`config.mk`:
```
export PLATFORM = sky130hd
export DESIGN_NAME = wb_master_port_flat
export DESIGN_NICKNAME = d
export VERILOG_FILES = /design/src/rtl/wb_pkg.sv /design/src/rtl/wb_master_port_if.sv /design/src/rtl/wb_timeout_cnt.sv /design/src/rtl/wb_master_port.sv /design/src/flat_wrapper.sv
export SDC_FILE = /design/constraint.sdc
export NUM_CORES = 1
export LEC_CHECK = 0
export BUFFER_PORTS_ARGS = -buffer_cell sky130_fd_sc_hd__buf_2
export CAP_MARGIN = 20
export CELL_PAD_IN_SITES_DETAIL_PLACEMENT = 1
export CELL_PAD_IN_SITES_GLOBAL_PLACEMENT = 2
export CORE_MARGIN = 3
export CORE_UTILIZATION = 21
export DETAILED_ROUTE_END_ITERATION = 12
export PLACE_DENSITY = 0.74
export SYNTH_ARGS = -nofsm -noshare
export SYNTH_HDL_FRONTEND = slang
export SYNTH_SLANG_ARGS = --single-unit
```
`constraint.sdc`:
```
create_clock -name wb_clk_i -period 1.45 [get_ports wb_clk_i]
set_clock_uncertainty 0.1 [all_clocks]
set_input_delay 0.29 -clock wb_clk_i [delete_from_list [all_inputs] [get_ports wb_clk_i]]
set_output_delay 0.29 -clock wb_clk_i [all_outputs]
set_load 0.02 [all_outputs]
```
`src/rtl/wb_pkg.sv`:
```
// rtl/wb_pkg.sv - shared types and widths for the Wishbone master port
package wb_pkg;

  localparam int WB_DATA_W = 32;
  localparam int WB_SEL_W  = 4;

  typedef enum logic [1:0] {
    IDLE = 2'd0,
    BUS  = 2'd1,
    RESP = 2'd2
  } wb_state_e;

endpackage

```
`src/rtl/wb_master_port_if.sv`:
```
// rtl/wb_master_port_if.sv - Wishbone classic bus signals with master/slave views
interface wb_master_port_if #(
  parameter int ADDR_W = 32
);
  import wb_pkg::*;

  logic [ADDR_W-1:0]    wb_adr_o;
  logic [WB_DATA_W-1:0] wb_dat_o;
  logic [WB_SEL_W-1:0]  wb_sel_o;
  logic                 wb_we_o;
  logic                 wb_cyc_o;
  logic                 wb_stb_o;
  logic                 wb_ack_i;
  logic [WB_DATA_W-1:0] wb_dat_i;

  modport master (
    output wb_adr_o, wb_dat_o, wb_sel_o, wb_we_o, wb_cyc_o, wb_stb_o,
    input  wb_ack_i, wb_dat_i
  );

  modport slave (
    input  wb_adr_o, wb_dat_o, wb_sel_o, wb_we_o, wb_cyc_o, wb_stb_o,
    output wb_ack_i, wb_dat_i
  );
endinterface

```
`src/rtl/wb_timeout_cnt.sv`:
```
// rtl/wb_timeout_cnt.sv - 8-bit bus-cycle counter flagging expiry at LIMIT-1
module wb_timeout_cnt #(
  parameter int LIMIT = 16
) (
  input  logic clk,
  input  logic rst,
  input  logic clear,
  input  logic enable,
  output logic expire
);

  logic [7:0] cnt_q;

  always_ff @(posedge clk) begin
    if (rst || clear) begin
      cnt_q <= 8'd0;
    end else if (enable) begin
      cnt_q <= cnt_q + 8'd1;
    end
  end

  assign expire = enable && (cnt_q == 8'(LIMIT - 1));

endmodule

```
`src/rtl/wb_master_port.sv`:
```
// rtl/wb_master_port.sv - cmd/rsp to Wishbone classic master; WB_MASTER_TIMEOUT_EN adds ACK timeout abort
module wb_master_port
  import wb_pkg::*;
#(
  parameter int TIMEOUT = 16,
  parameter int ADDR_W  = 32
) (
  input  logic                 wb_clk_i,
  input  logic                 wb_rst_i,
  input  logic                 cmd_valid,
  output logic                 cmd_ready,
  input  logic                 cmd_we,
  input  logic [ADDR_W-1:0]    cmd_adr,
  input  logic [WB_DATA_W-1:0] cmd_dat,
  input  logic [WB_SEL_W-1:0]  cmd_sel,
  output logic                 rsp_valid,
  input  logic                 rsp_ready,
  output logic [WB_DATA_W-1:0] rsp_dat,
  output logic                 rsp_err,
  wb_master_port_if.master     wb
);

  wb_state_e            state_q, state_d;
  logic [ADDR_W-1:0]    adr_q, adr_d;
  logic [WB_DATA_W-1:0] dat_q, dat_d;
  logic [WB_SEL_W-1:0]  sel_q, sel_d;
  logic                 we_q, we_d;
  logic                 cyc_q, cyc_d;
  logic                 rsp_valid_q, rsp_valid_d;
  logic [WB_DATA_W-1:0] rsp_dat_q, rsp_dat_d;

`ifdef WB_MASTER_TIMEOUT_EN
  logic rsp_err_q, rsp_err_d;
  logic tmo_clear, tmo_en, tmo_expire;

  wb_timeout_cnt #(.LIMIT(TIMEOUT)) u_tmo (
    .clk    (wb_clk_i),
    .rst    (wb_rst_i),
    .clear  (tmo_clear),
    .enable (tmo_en),
    .expire (tmo_expire)
  );

  assign rsp_err = rsp_err_q;
`else
  assign rsp_err = 1'b0;
`endif

  always_ff @(posedge wb_clk_i) begin
    if (wb_rst_i) begin
      state_q     <= IDLE;
      adr_q       <= '0;
      dat_q       <= '0;
      sel_q       <= '0;
      we_q        <= 1'b0;
      cyc_q       <= 1'b0;
      rsp_valid_q <= 1'b0;
      rsp_dat_q   <= '0;
`ifdef WB_MASTER_TIMEOUT_EN
      rsp_err_q   <= 1'b0;
`endif
    end else begin
      state_q     <= state_d;
      adr_q       <= adr_d;
      dat_q       <= dat_d;
      sel_q       <= sel_d;
      we_q        <= we_d;
      cyc_q       <= cyc_d;
      rsp_valid_q <= rsp_valid_d;
      rsp_dat_q   <= rsp_dat_d;
`ifdef WB_MASTER_TIMEOUT_EN
      rsp_err_q   <= rsp_err_d;
`endif
    end
  end

  always_comb begin
    state_d     = state_q;
    adr_d       = adr_q;
    dat_d       = dat_q;
    sel_d       = sel_q;
    we_d        = we_q;
    cyc_d       = cyc_q;
    rsp_valid_d = rsp_valid_q;
    rsp_dat_d   = rsp_dat_q;
`ifdef WB_MASTER_TIMEOUT_EN
    rsp_err_d   = rsp_err_q;
    tmo_clear   = 1'b0;
    tmo_en      = 1'b0;
`endif
    case (state_q)
      IDLE: begin
        if (cmd_valid) begin
          adr_d   = cmd_adr;
          dat_d   = cmd_dat;
          sel_d   = cmd_sel;
          we_d    = cmd_we;
          cyc_d   = 1'b1;
          state_d = BUS;
`ifdef WB_MASTER_TIMEOUT_EN
          tmo_clear = 1'b1;
`endif
        end
      end
      BUS: begin
`ifdef WB_MASTER_TIMEOUT_EN
        tmo_en = 1'b1;
`endif
        // ACK takes priority over a coincident timeout expiry
        if (wb.wb_ack_i) begin
          cyc_d       = 1'b0;
          rsp_dat_d   = we_q ? '0 : wb.wb_dat_i;
          rsp_valid_d = 1'b1;
          state_d     = RESP;
`ifdef WB_MASTER_TIMEOUT_EN
          rsp_err_d   = 1'b0;
        end else if (tmo_expire) begin
          cyc_d       = 1'b0;
          rsp_dat_d   = '0;
          rsp_err_d   = 1'b1;
          rsp_valid_d = 1'b1;
          state_d     = RESP;
`endif
        end
      end
      RESP: begin
        if (rsp_ready) begin
          rsp_valid_d = 1'b0;
          state_d     = IDLE;
        end
      end
      default: begin
        state_d = IDLE;
        cyc_d   = 1'b0;
      end
    endcase
  end

  assign cmd_ready   = (state_q == IDLE) && !wb_rst_i;
  assign rsp_valid   = rsp_valid_q;
  assign rsp_dat     = rsp_dat_q;

  // STB always mirrors CYC: classic single transfers only
  assign wb.wb_adr_o = adr_q;
  assign wb.wb_dat_o = dat_q;
  assign wb.wb_sel_o = sel_q;
  assign wb.wb_we_o  = we_q;
  assign wb.wb_cyc_o = cyc_q;
  assign wb.wb_stb_o = cyc_q;

endmodule

```
`src/flat_wrapper.sv`:
```
// flat-port wrapper written by rule: the top's interface ports become plain ports
module wb_master_port_flat import wb_pkg::*;
#(
  parameter int TIMEOUT = 16,
  parameter int ADDR_W  = 32
)
  (wb_clk_i, wb_rst_i, cmd_valid, cmd_ready, cmd_we, cmd_adr, cmd_dat, cmd_sel, rsp_valid, rsp_ready, rsp_dat, rsp_err, wb_wb_adr_o, wb_wb_dat_o, wb_wb_sel_o, wb_wb_we_o, wb_wb_cyc_o, wb_wb_stb_o, wb_wb_ack_i, wb_wb_dat_i);
  wb_master_port_if #(.ADDR_W(ADDR_W)) wb_i ();
  input  logic wb_clk_i;
  input  logic wb_rst_i;
  input  logic cmd_valid;
  output logic cmd_ready;
  input  logic cmd_we;
  input  logic [ADDR_W-1:0] cmd_adr;
  input  logic [WB_DATA_W-1:0] cmd_dat;
  input  logic [WB_SEL_W-1:0] cmd_sel;
  output logic rsp_valid;
  input  logic rsp_ready;
  output logic [WB_DATA_W-1:0] rsp_dat;
  output logic rsp_err;
  output wire logic [$bits(wb_i.wb_adr_o)-1:0] wb_wb_adr_o;
  output wire logic [$bits(wb_i.wb_dat_o)-1:0] wb_wb_dat_o;
  output wire logic [$bits(wb_i.wb_sel_o)-1:0] wb_wb_sel_o;
  output wire logic [$bits(wb_i.wb_we_o)-1:0] wb_wb_we_o;
  output wire logic [$bits(wb_i.wb_cyc_o)-1:0] wb_wb_cyc_o;
  output wire logic [$bits(wb_i.wb_stb_o)-1:0] wb_wb_stb_o;
  input wire logic [$bits(wb_i.wb_ack_i)-1:0] wb_wb_ack_i;
  input wire logic [$bits(wb_i.wb_dat_i)-1:0] wb_wb_dat_i;
  assign wb_wb_adr_o = wb_i.wb_adr_o;
  assign wb_wb_dat_o = wb_i.wb_dat_o;
  assign wb_wb_sel_o = wb_i.wb_sel_o;
  assign wb_wb_we_o = wb_i.wb_we_o;
  assign wb_wb_cyc_o = wb_i.wb_cyc_o;
  assign wb_wb_stb_o = wb_i.wb_stb_o;
  assign wb_i.wb_ack_i = wb_wb_ack_i;
  assign wb_i.wb_dat_i = wb_wb_dat_i;
  wb_master_port #(.TIMEOUT(TIMEOUT), .ADDR_W(ADDR_W)) u_core (.wb_clk_i(wb_clk_i), .wb_rst_i(wb_rst_i), .cmd_valid(cmd_valid), .cmd_ready(cmd_ready), .cmd_we(cmd_we), .cmd_adr(cmd_adr), .cmd_dat(cmd_dat), .cmd_sel(cmd_sel), .rsp_valid(rsp_valid), .rsp_ready(rsp_ready), .rsp_dat(rsp_dat), .rsp_err(rsp_err), .wb(wb_i));
endmodule
```
==> metrics.txt, run 1 <==
outcome=finished, violations left; failing checks=setup timing; critical path arrival=1.11 ns; TritonCTS Buffers=9; reg-to-reg critical path startpoint=u_core.state_q[0]; PortBufs=210; max incr delay on CP=0.33 ns; worst r2r path cells=6; Tot GR Track Use=0.131; WHS Path Cells=3; library cells used by synthesis=21; sequential cell area fraction in the yosys report=0.550; #FFs+latches synth=105; detailed-route wire length=13.5 mm; setup violators final=22; Pwr Density=1210 mW/mm2; chip height=141 um; pin count of the biggest net entering global routing=51; Multi-input gate area=0.00154 mm2; I/O pin total=212; Placed Area=0.00516 mm2; global-route wire length before repair=21.3 mm; clk_lat worst skew=0.34 ns; synthesized cell area=0.00382 mm2; Ant. Diodes=0; hold_sp=cmd_adr[17]; final hold vios=0; fin crit period=1.50 ns; # hold bufs at CTS=0; max-cap violation count=0; max-slew violations=0; crit path buf inv count=2; WS Path Type=reg2out; fillers=2,173; Setup crit end kind=output port; Crit path max-delay family=flip-flops; setup slack, reg-to-reg=-0.02 ns; DRT iter0 DRCs=148; Worst path most repeated cell=buf_6; yosys warns=0; Avg WL per Cell=15.1 um; Post-Syn Nets=575; Worst-path clk slew=0.07 ns; Critical Path RT=1.06 ns; CTS tree=done; final setup TNS=-0.263 ns; Placement Rows=48; placer congestion estimate=0.764; CP cell instances=buf_6 > nor3_4 > buf_6; Critical Path Start Type=register; Core Area=0.0175 mm2; initial antenna violation count=0; Starting Density=0.218; Mapped Cells=469; Post-Syn Area per Cell=8.15 um2; via count of the first global-routing pass=4,200; placed cell count=877; clk buf depth=2; r2r endpoint=u_core.rsp_dat[19]; HP Class=in2reg; final hold slack=0.0770 ns; layout cells sized above 1=0.379; drt drc=0; leakage power=2.52 nW; clk root buf=clkbuf_16; Die X=141 um; design area=0.00556 mm2; routed vias=3,946; H-tree depth=3; Clock Sinks=105; Pre-antenna DRT Iters=4; final worst slack=-0.0484 ns; final worst path period share=1.03; fin nets=774; RSZ-0062 raised after global routing=yes; Max Fclk=0.667 GHz; area grow syn2layout=45.4%; Die ar.=0.0199 mm2; Peak supply drop=0.514 mV; non-filler instance count after layout=898; grt ovf=0; Hold Path Sink=u_core.wb.wb_adr_o[17]; CP max FO=3; Detail Route Antenna Nets=0; via density per instance=4.39; CP max stage cell=dfxtp_2; area occupied by registers=0.00210 mm2; Post-DP HPWL=9.58 mm
==> sequential cells by signal, summed over array words and instances (netlist names) <==
register and flops:
u_core.wb.wb_dat_o 32, u_core.state_q 2, u_core.rsp_valid 1, u_core.rsp_dat 32, u_core.wb.wb_sel_o 4, u_core.wb.wb_we_o 1
u_core.wb.wb_adr_o 32, u_core.wb.wb_cyc_o 1
==> cells in the final DEF (no fill, tap or decap), drive strengths merged <==
| cell | netlist | final |
|---|---|---|
| buf | 23 | 227 |
| nand2 | 170 | 170 |
| dfxtp | 105 | 105 |
| a21oi | 104 | 104 |
| nand3b | 33 | 33 |
| clkbuf | 18 | 14 |
| nor2 | 4 | 4 |
| clkinvlp | 0 | 3 |
| or3b | 2 | 2 |
| nor3 | 1 | 1 |
| nor3b | 1 | 1 |
| a2111oi | 1 | 1 |
| and3b | 1 | 1 |
| inv | 1 | 1 |
| nor2b | 1 | 1 |
| o31ai | 1 | 1 |
| nand2b | 1 | 1 |
| a2bb2oi | 1 | 1 |
| conb | 1 | 1 |
| clkinv | 0 | 1 |
==> report_power, final <==
part | switching (mW) | internal, mW
Clock | 1.12 | 1.26
Sequential | 0.0915 | 3.06
Combinational | 0.710 | 0.472
Total | 1.92 | 4.79
==> cells by family (layout without fill, tap and decap cells) <==
| kind of cell | Yosys count | in the layout | share of synthesized area |
|---|---|---|---|
| flops | 105 | 105 | 0.550 |
| simple gates | 214 | 214 | 0.250 |
| buf+inv | 42 | 246 | 0.0563 |
| other cells | 1 | 1 | 0.000981 |
| compound gates | 107 | 107 | 0.143 |
==> cells in the mapped netlist <==
library cell,count,share of area
conb_1,1,0.00098
nor2b_1,1,0.0016
buf_4,4,0.0079
clkbuf_1,18,0.018
dfxtp_1,105,0.55
or3b_2,1,0.0023
buf_6,3,0.0088
nor2_1,4,0.0039
a2bb2oi_1,1,0.0023
o31ai_1,1,0.0020
a21oi_1,104,0.14
and3b_1,1,0.0023
nand3b_1,33,0.065
nand2_1,170,0.17
nand2b_1,1,0.0016
or3b_1,1,0.0023
buf_2,16,0.021
nor3b_2,1,0.0033
nor3_1,1,0.0013
inv_1,1,0.00098
a2111oi_0,1,0.0023
==> timing repair <==
item | in CTS | in global routing
gates resized for setup | 6 | 6
buffers inserted | 1 | 2
pin swaps | 1 | 1
endpoints found under the setup margin | 18 | 95
cloned | 0 | 2
==> metrics by stage <==
stage	util	setup slack, ns	power [mW]
after floorplan	-	-0.0212	3.85
after global placement	0.294	-0.0245	4.32
after detailed placement	0.294	-0.0533	4.36
after CTS	0.312	-0.0829	6.79
after global routing	0.317	-0.109	7.08
final	0.317	-0.0484	6.70
==> routing by layer <==
metal  up-vias  track usage  share of wire
met5         -            0              0
met2       142        0.225           0.48
met3        14       0.0377          0.076
met1      1866        0.158           0.43
met4         0       0.0439          0.015
li1       1924            -              -
==> how the worst max path moves through the flow <==
stage | start | slack [ns] | end | depth (start not counted)
2_1_floorplan | u_core.state_q[1] | -0.02 | u_core.wb.wb_adr_o[10] | 7
3_3_place_gp | cmd_valid | -0.02 | u_core.wb.wb_dat_o[6] | 5
3_5_place_dp | cmd_valid | -0.05 | u_core.wb.wb_dat_o[9] | 5
4_1_cts | u_core.state_q[0] | -0.08 | cmd_ready | 3
5_1_grt | u_core.state_q[0] | -0.11 | cmd_ready | 3
6_report | u_core.state_q[0] | -0.05 | cmd_ready | 3
==> worst min-delay path, stage by stage <==
cell and delay (ns):
buf_2 0.09, nand2_1 0.04, a21oi_1 0.05
==> layout make-up <==
type	instances	area share
clock buffer	12	0.0461
clock inverter	4	0.00495
inverter	1	0.000675
multi-input combinational	322	0.277
sequential	105	0.379
tap	225	0.0506
timing repair buffer	229	0.242
Power figures use the tool's default switching activity.
==> run 2, diff against run 1 <==
- CAP_MARGIN: 20 -> default
- CORE_UTILIZATION: 21 -> 25
- SYNTH_HIERARCHICAL: default -> 1
==> metrics.txt, run 2 <==
Peak supply drop=0.475 mV (was 0.514 mV); Pwr Density=1040 mW/mm2 (was 1210 mW/mm2); WHS Path Cells=3 (unchanged); detailed-route wire length=14.3 mm (was 13.5 mm); global-route wire length before repair=22.3 mm (was 21.3 mm); synthesized cell area=0.00484 mm2 (was 0.00382 mm2); max-cap violation count=0 (unchanged); TritonCTS Buffers=9 (unchanged); routed vias=3,983 (was 3,946); cell taking the most area after synthesis=dfxtp_1 (unchanged); pin count of the biggest net entering global routing=42 (was 51); RSZ-0062 raised after global routing=yes (unchanged); overall power=7.08 mW (was 6.70 mW); setup violators final=12 (was 22); dominant cells by area after synthesis=dfxtp_1, nand2b_1, mux2i_1 (was dfxtp_1, nand2_1, a21oi_1); setup slack, reg-to-reg=-0.03 ns (was -0.02 ns); grt ovf=0 (unchanged); failing checks=setup timing (unchanged); hold_sp=cmd_adr[12] (was cmd_adr[17]); via density per instance=4.19 (was 4.39); # hold bufs at CTS=0 (unchanged); Die X=145 um (was 141 um); Clock Sinks=105 (unchanged); Avg WL per Cell=15.0 um (was 15.1 um); asr flop ratio synth=0 (unchanged); most frequent cells in the layout=buf_2, nand2b_1, dfxtp_1 (was buf_2, nand2_1, dfxtp_1); critical path arrival=1.12 ns (was 1.11 ns); detailed-route wire length on metal 1=6.30 mm (was 5.87 mm); Max Fclk=0.662 GHz (was 0.667 GHz); max incr delay on CP=0.35 ns (was 0.33 ns); fin crit period=1.51 ns (was 1.50 ns); sequential cell area fraction in the yosys report=0.435 (was 0.550); design area=0.00681 mm2 (was 0.00556 mm2); clk root buf=clkbuf_16 (unchanged); final hold vios=0 (unchanged); r2r endpoint=u_core/rsp_dat[18] (was u_core.rsp_dat[19]); final worst slack=-0.0608 ns (was -0.0484 ns); CP max FO=2 (was 3); Multi-input gate area=0.00248 mm2 (was 0.00154 mm2); #FFs+latches synth=105 (unchanged); CP max stage cell=dfxtp_4 (was dfxtp_2); clk buf depth=2 (unchanged); final worst path period share=1.04 (was 1.03); drt drc=0 (unchanged); crit path buf inv count=2 (unchanged); EDFF count, synth=0 (unchanged); initial antenna violation count=0 (unchanged); fillers=2,174 (was 2,173); most common cell in the netlist=nand2b_1 (was nand2_1); met2 wire len=6.67 mm (was 6.44 mm); via count of the first global-routing pass=4,147 (was 4,200); Worst-path clk slew=0.07 ns (about the same); area occupied by registers=0.00211 mm2 (was 0.00210 mm2); PortBufs=210 (unchanged); yosys warns=6 (was 0); Setup crit end kind=output port (unchanged); HP Class=in2reg (unchanged); outcome=finished, violations left (unchanged); WS Path Type=reg2out (unchanged); worst r2r path cells=4 (was 6); Placement Rows=50 (was 48); Tot GR Track Use=0.130 (was 0.131); fin nets=791 (was 774); Pre-antenna DRT Iters=4 (unchanged); Core Area=0.0188 mm2 (was 0.0175 mm2); Worst path most repeated cell=buf_6 (unchanged); Starting Density=0.257 (was 0.218); layout cells sized above 1=0.409 (was 0.379); Hold Path Sink=u_core/wb.wb_adr_o[12] (was u_core.wb.wb_adr_o[17]); clk_lat worst skew=0.35 ns (was 0.34 ns); CP cell instances=buf_6 > nor3_4 > buf_6 (unchanged); Mapped Cells=465 (was 469); worst slack, placed=0.0163 ns (was -0.0533 ns); non-filler instance count after layout=950 (was 898); Crit path max-delay family=flip-flops (unchanged); Placed Area=0.00626 mm2 (was 0.00516 mm2); Synth top area share=0.435 (was 0.550); wire length on met3=1.13 mm (was 1.03 mm); leakage power=3.12 nW (was 2.52 nW); commonest non-fill, non-tap cell in the layout=buf_2 (unchanged); area grow syn2layout=40.8% (was 45.4%); Synth Flop Type=dfxtp_1 (unchanged); max-slew violations=0 (unchanged); reg-to-reg critical path startpoint=u_core/state_q[1] (was u_core.state_q[0]); Post-DP HPWL=10.4 mm (was 9.58 mm); Critical Path Start Type=register (unchanged); Die ar.=0.0210 mm2 (was 0.0199 mm2); library cells used by synthesis=21 (unchanged); Post-Syn Area per Cell=10.4 um2 (was 8.15 um2); placer congestion estimate=0.736 (was 0.764); chip height=145 um (was 141 um); DRT iter0 DRCs=75 (was 148); Ant. Diodes=0 (unchanged); DR top layer=met4 (unchanged); Post-Syn Nets=571 (was 575); final hold slack=0.0922 ns (was 0.0770 ns); I/O pin total=212 (unchanged); H-tree depth=3 (unchanged); Detail Route Antenna Nets=0 (unchanged); placed cell count=919 (was 877); Critical Path RT=1.06 ns (about the same); CTS tree=done (unchanged); Post-synth top cells=nand2b_1, dfxtp_1, mux2i_1 (was nand2_1, dfxtp_1, a21oi_1)
## run 2: cell count changes in the layout (fill, tap and decap cells not counted), moves of 21 or more
cell | previous run | this run
or3b_1 | 0 | 21
nand3b_1 | 33 | 0
a21oi_1 | 100 | 1
mux2i_1 | 0 | 100
nand2b_1 | 1 | 172
nand2_1 | 170 | 0
## run 2: per-layer routing
metal  GRT usage  up-vias
met2       0.216      131
met5           0        -
met1       0.155     1882
met4      0.0442        0
met3      0.0472       11
li1            -     1959
## run 2: cell type report
cell class | instances | share of cell area
multi-input combinational | 318 | 0.365
sequential | 105 | 0.310
timing repair buffer | 249 | 0.232
tap | 260 | 0.0478
clock buffer | 11 | 0.0357
clock inverter | 5 | 0.00809
inverter | 2 | 0.00110
## run 2: metrics by stage
stage / util / TNS (ns)
floorplan: - / 0
global placement: 0.332 / 0
detailed placement: 0.332 / 0
CTS: 0.354 / -0.746
global route: 0.361 / -3.94
finish: 0.361 / -0.192
## run 2: how the worst max path moves through the flow
| stage | startpoint | to | cells after the start |
|---|---|---|---|
| floorplan | wb_rst_i | cmd_ready | 3 |
| global placement | wb_rst_i | u_core/rsp_dat[12] | 4 |
| detailed placement | wb_rst_i | u_core/rsp_dat[3] | 4 |
| CTS | u_core/state_q[0] | cmd_ready | 3 |
| global route | u_core/state_q[1] | cmd_ready | 3 |
| finish | u_core/state_q[1] | cmd_ready | 3 |
## run 2: what timing repair did
action,in CTS,in global routing
setup endpoints to repair,2,92
setup buffers,4,6
pin swaps,2,0
resized for setup,14,3
gates cloned,1,4
## run 2: worst reg2reg max path: stages (launching register included)
cell       delay (ns)
dfxtp_4          0.35
buf_4            0.15
and3b_2          0.40
clkbuf_16        0.22
mux2i_1          0.20
## run 2: report_power, final
| group | total, mW | switching [mW] | leakage, nW | internal (mW) |
|---|---|---|---|---|
| combinational | 1.41 | 0.715 | 2.11 | 0.698 |
| clock | 2.50 | 1.11 | 0.142 | 1.38 |
| sequential | 3.17 | 0.105 | 0.862 | 3.07 |
| total | 7.08 | 1.93 | 3.12 | 5.15 |
## run 2: kinds of logic after synthesis
logic type	count (synthesis)	synth area share
multiplexers	101	0.209
flip-flops	105	0.435
AND/OR/NAND/NOR	210	0.290
other	1	0.000775
buffers and inverters	42	0.0572
AO/OA/AOI/OAI	6	0.00880
==> run 3, diff against run 2 <==
- SETUP_SLACK_MARGIN: default -> 0.05
==> metrics.txt, run 3 (synthesized netlist as in run 2, its figures left out) <==
critical path arrival=1.10 ns (was 1.12 ns); Hold Path Sink=u_core/wb.wb_sel_o[0] (was u_core/wb.wb_adr_o[12]); r2r endpoint=u_core/rsp_dat[16] (was u_core/rsp_dat[18]); failing checks=setup timing (unchanged); via count of the first global-routing pass=4,301 (was 4,147); HP Class=in2reg (unchanged); CP cell instances=buf_6 > nor3_2 > buf_4 (was buf_6 > nor3_4 > buf_6); Placement Rows=50 (unchanged); chip height=145 um (unchanged); Peak supply drop=0.473 mV (was 0.475 mV); DRT iter0 DRCs=124 (was 75); Detail Route Antenna Nets=0 (unchanged); clk root buf=clkbuf_16 (unchanged); clk_lat worst skew=0.34 ns (was 0.35 ns); outcome=finished, violations left (unchanged); I/O pin total=212 (unchanged); Setup crit end kind=output port (unchanged); Max Fclk=0.670 GHz (was 0.662 GHz); initial antenna violation count=1 (was 0); Tot GR Track Use=0.133 (was 0.130); routed vias=3,979 (was 3,983); PortBufs=210 (unchanged); layout cells sized above 1=0.407 (was 0.409); setup violators final=2 (was 12); Core Area=0.0188 mm2 (unchanged); Die ar.=0.0210 mm2 (unchanged); final setup TNS=-0.0427 ns (was -0.192 ns); area grow syn2layout=41.8% (was 40.8%); clk buf depth=2 (unchanged); max-cap violation count=0 (unchanged); WS Path Type=reg2out (unchanged); placer congestion estimate=0.731 (was 0.736); TritonCTS Buffers=9 (unchanged); RSZ-0062 raised after global routing=yes (unchanged); final worst slack=-0.0417 ns (was -0.0608 ns); Starting Density=0.257 (unchanged); global-route wire length before repair=22.7 mm (was 22.3 mm); Die X=145 um (unchanged); grt ovf=0 (unchanged); detailed-route wire length=14.7 mm (was 14.3 mm); Worst-path clk slew=0.08 ns (was 0.07 ns); Ant. Diodes=0 (unchanged); final hold vios=0 (unchanged); Critical Path RT=1.06 ns (about the same); Clock Sinks=105 (unchanged); fin crit period=1.49 ns (was 1.51 ns); CP max FO=2 (unchanged); reg-to-reg critical path startpoint=u_core/state_q[1] (unchanged); most frequent cells in the layout=buf_2, nand2b_1, dfxtp_1 (unchanged); final worst path period share=1.03 (was 1.04); CTS tree=done (unchanged); Pre-antenna DRT Iters=4 (unchanged); via density per instance=4.21 (was 4.19); H-tree depth=3 (unchanged); Pwr Density=1050 mW/mm2 (was 1040 mW/mm2); setup slack, reg-to-reg=0 ns (was -0.03 ns); drt drc=0 (unchanged); max-slew violations=0 (unchanged); WHS Path Cells=3 (unchanged); hold_sp=cmd_sel[0] (was cmd_adr[12]); worst slack, placed=0.0107 ns (was 0.0163 ns); fin nets=788 (was 791); worst r2r path cells=4 (unchanged); CP max stage cell=dfxtp_2 (was dfxtp_4); leakage power=3.13 nW (was 3.12 nW); commonest non-fill, non-tap cell in the layout=buf_2 (unchanged); pin count of the biggest net entering global routing=54 (was 42); Critical Path Start Type=register (unchanged); max incr delay on CP=0.33 ns (was 0.35 ns); Avg WL per Cell=15.5 um (was 15.0 um); Post-DP HPWL=10.1 mm (was 10.4 mm)
run 3: changes by cell type in the layout (fill, tap and decap cells not counted), sizes merged:
cell / before / now
clkinv: 2 / 1
inv: 2 / 3
clkinvlp: 2 / 1
clkbuf: 14 / 18
bufbuf: 1 / 0
buf: 245 / 239
run 3: where the power goes:
part	internal (mW)	switching (mW)
logic	0.720	0.732
registers	3.07	0.103
clock network	1.43	1.13
total	5.22	1.96
run 3: stage by stage:
step | area, um2 | total power [mW] | hold slack (ns) | util | std cells
after floorplan | 4840 | 4.04 | 0.345 | - | 465
after global placement | 6190 | 4.49 | 0.354 | 0.329 | 914
after detailed placement | 6190 | 4.54 | 0.359 | 0.329 | 914
after CTS | 6610 | 7.21 | 0.0792 | 0.351 | 936
after global routing | 6860 | 7.55 | 0.0887 | 0.364 | 946
final | 6860 | 7.18 | 0.0984 | 0.364 | 946
run 3: critical path, delay by kind of cell (launching register included):
kind	cells	cell delay, ns
buffers and inverters	2	0.27
flip-flops	1	0.33
AND/OR/NAND/NOR	1	0.15
run 3: area by class of cell:
type | instances | area (um2)
Clock inverter | 4 | 51.3
Inverter | 2 | 7.51
Sequential cell | 105 | 2110
Timing Repair Buffer | 246 | 1630
Multi-Input combinational cell | 318 | 2480
Fill cell | 2160 | 12000
Tap cell | 260 | 325
Clock buffer | 11 | 253
run 3: worst max path at each step:
stage | slack (ns) | startpoint | cells after the start | to
after floorplan | 0.14 | u_core/wb.wb_we_o | 3 | u_core/rsp_dat[2]
after global placement | 0.06 | cmd_valid | 5 | u_core/wb.wb_dat_o[18]
after CTS | -0.06 | u_core/state_q[0] | 3 | cmd_ready
final | -0.04 | u_core/state_q[0] | 3 | cmd_ready
after global routing | -0.09 | u_core/state_q[0] | 3 | cmd_ready
after detailed placement | 0.01 | cmd_valid | 5 | u_core/wb.wb_dat_o[19]
run 3: repair_timing:
| action | CTS | global route |
|---|---|---|
| resized for setup | 13 | 11 |
| hold buffers | 0 | 0 |
| pin swaps | 1 | 1 |
| gates cloned | 2 | 7 |
| setup endpoints to repair | 20 | 103 |
| buffers inserted | 5 | 3 |
run 3: layer usage:
| metal | track usage | wire, um | share of wire | up-vias |
|---|---|---|---|---|
| met5 | 0 | 13 | 0.00088 | - |
| met4 | 0.0399 | 163 | 0.011 | 2 |
| met3 | 0.0478 | 1050 | 0.072 | 12 |
| met2 | 0.225 | 6960 | 0.47 | 121 |
| met1 | 0.157 | 6520 | 0.44 | 1887 |
| li1 | - | - | - | 1957 |
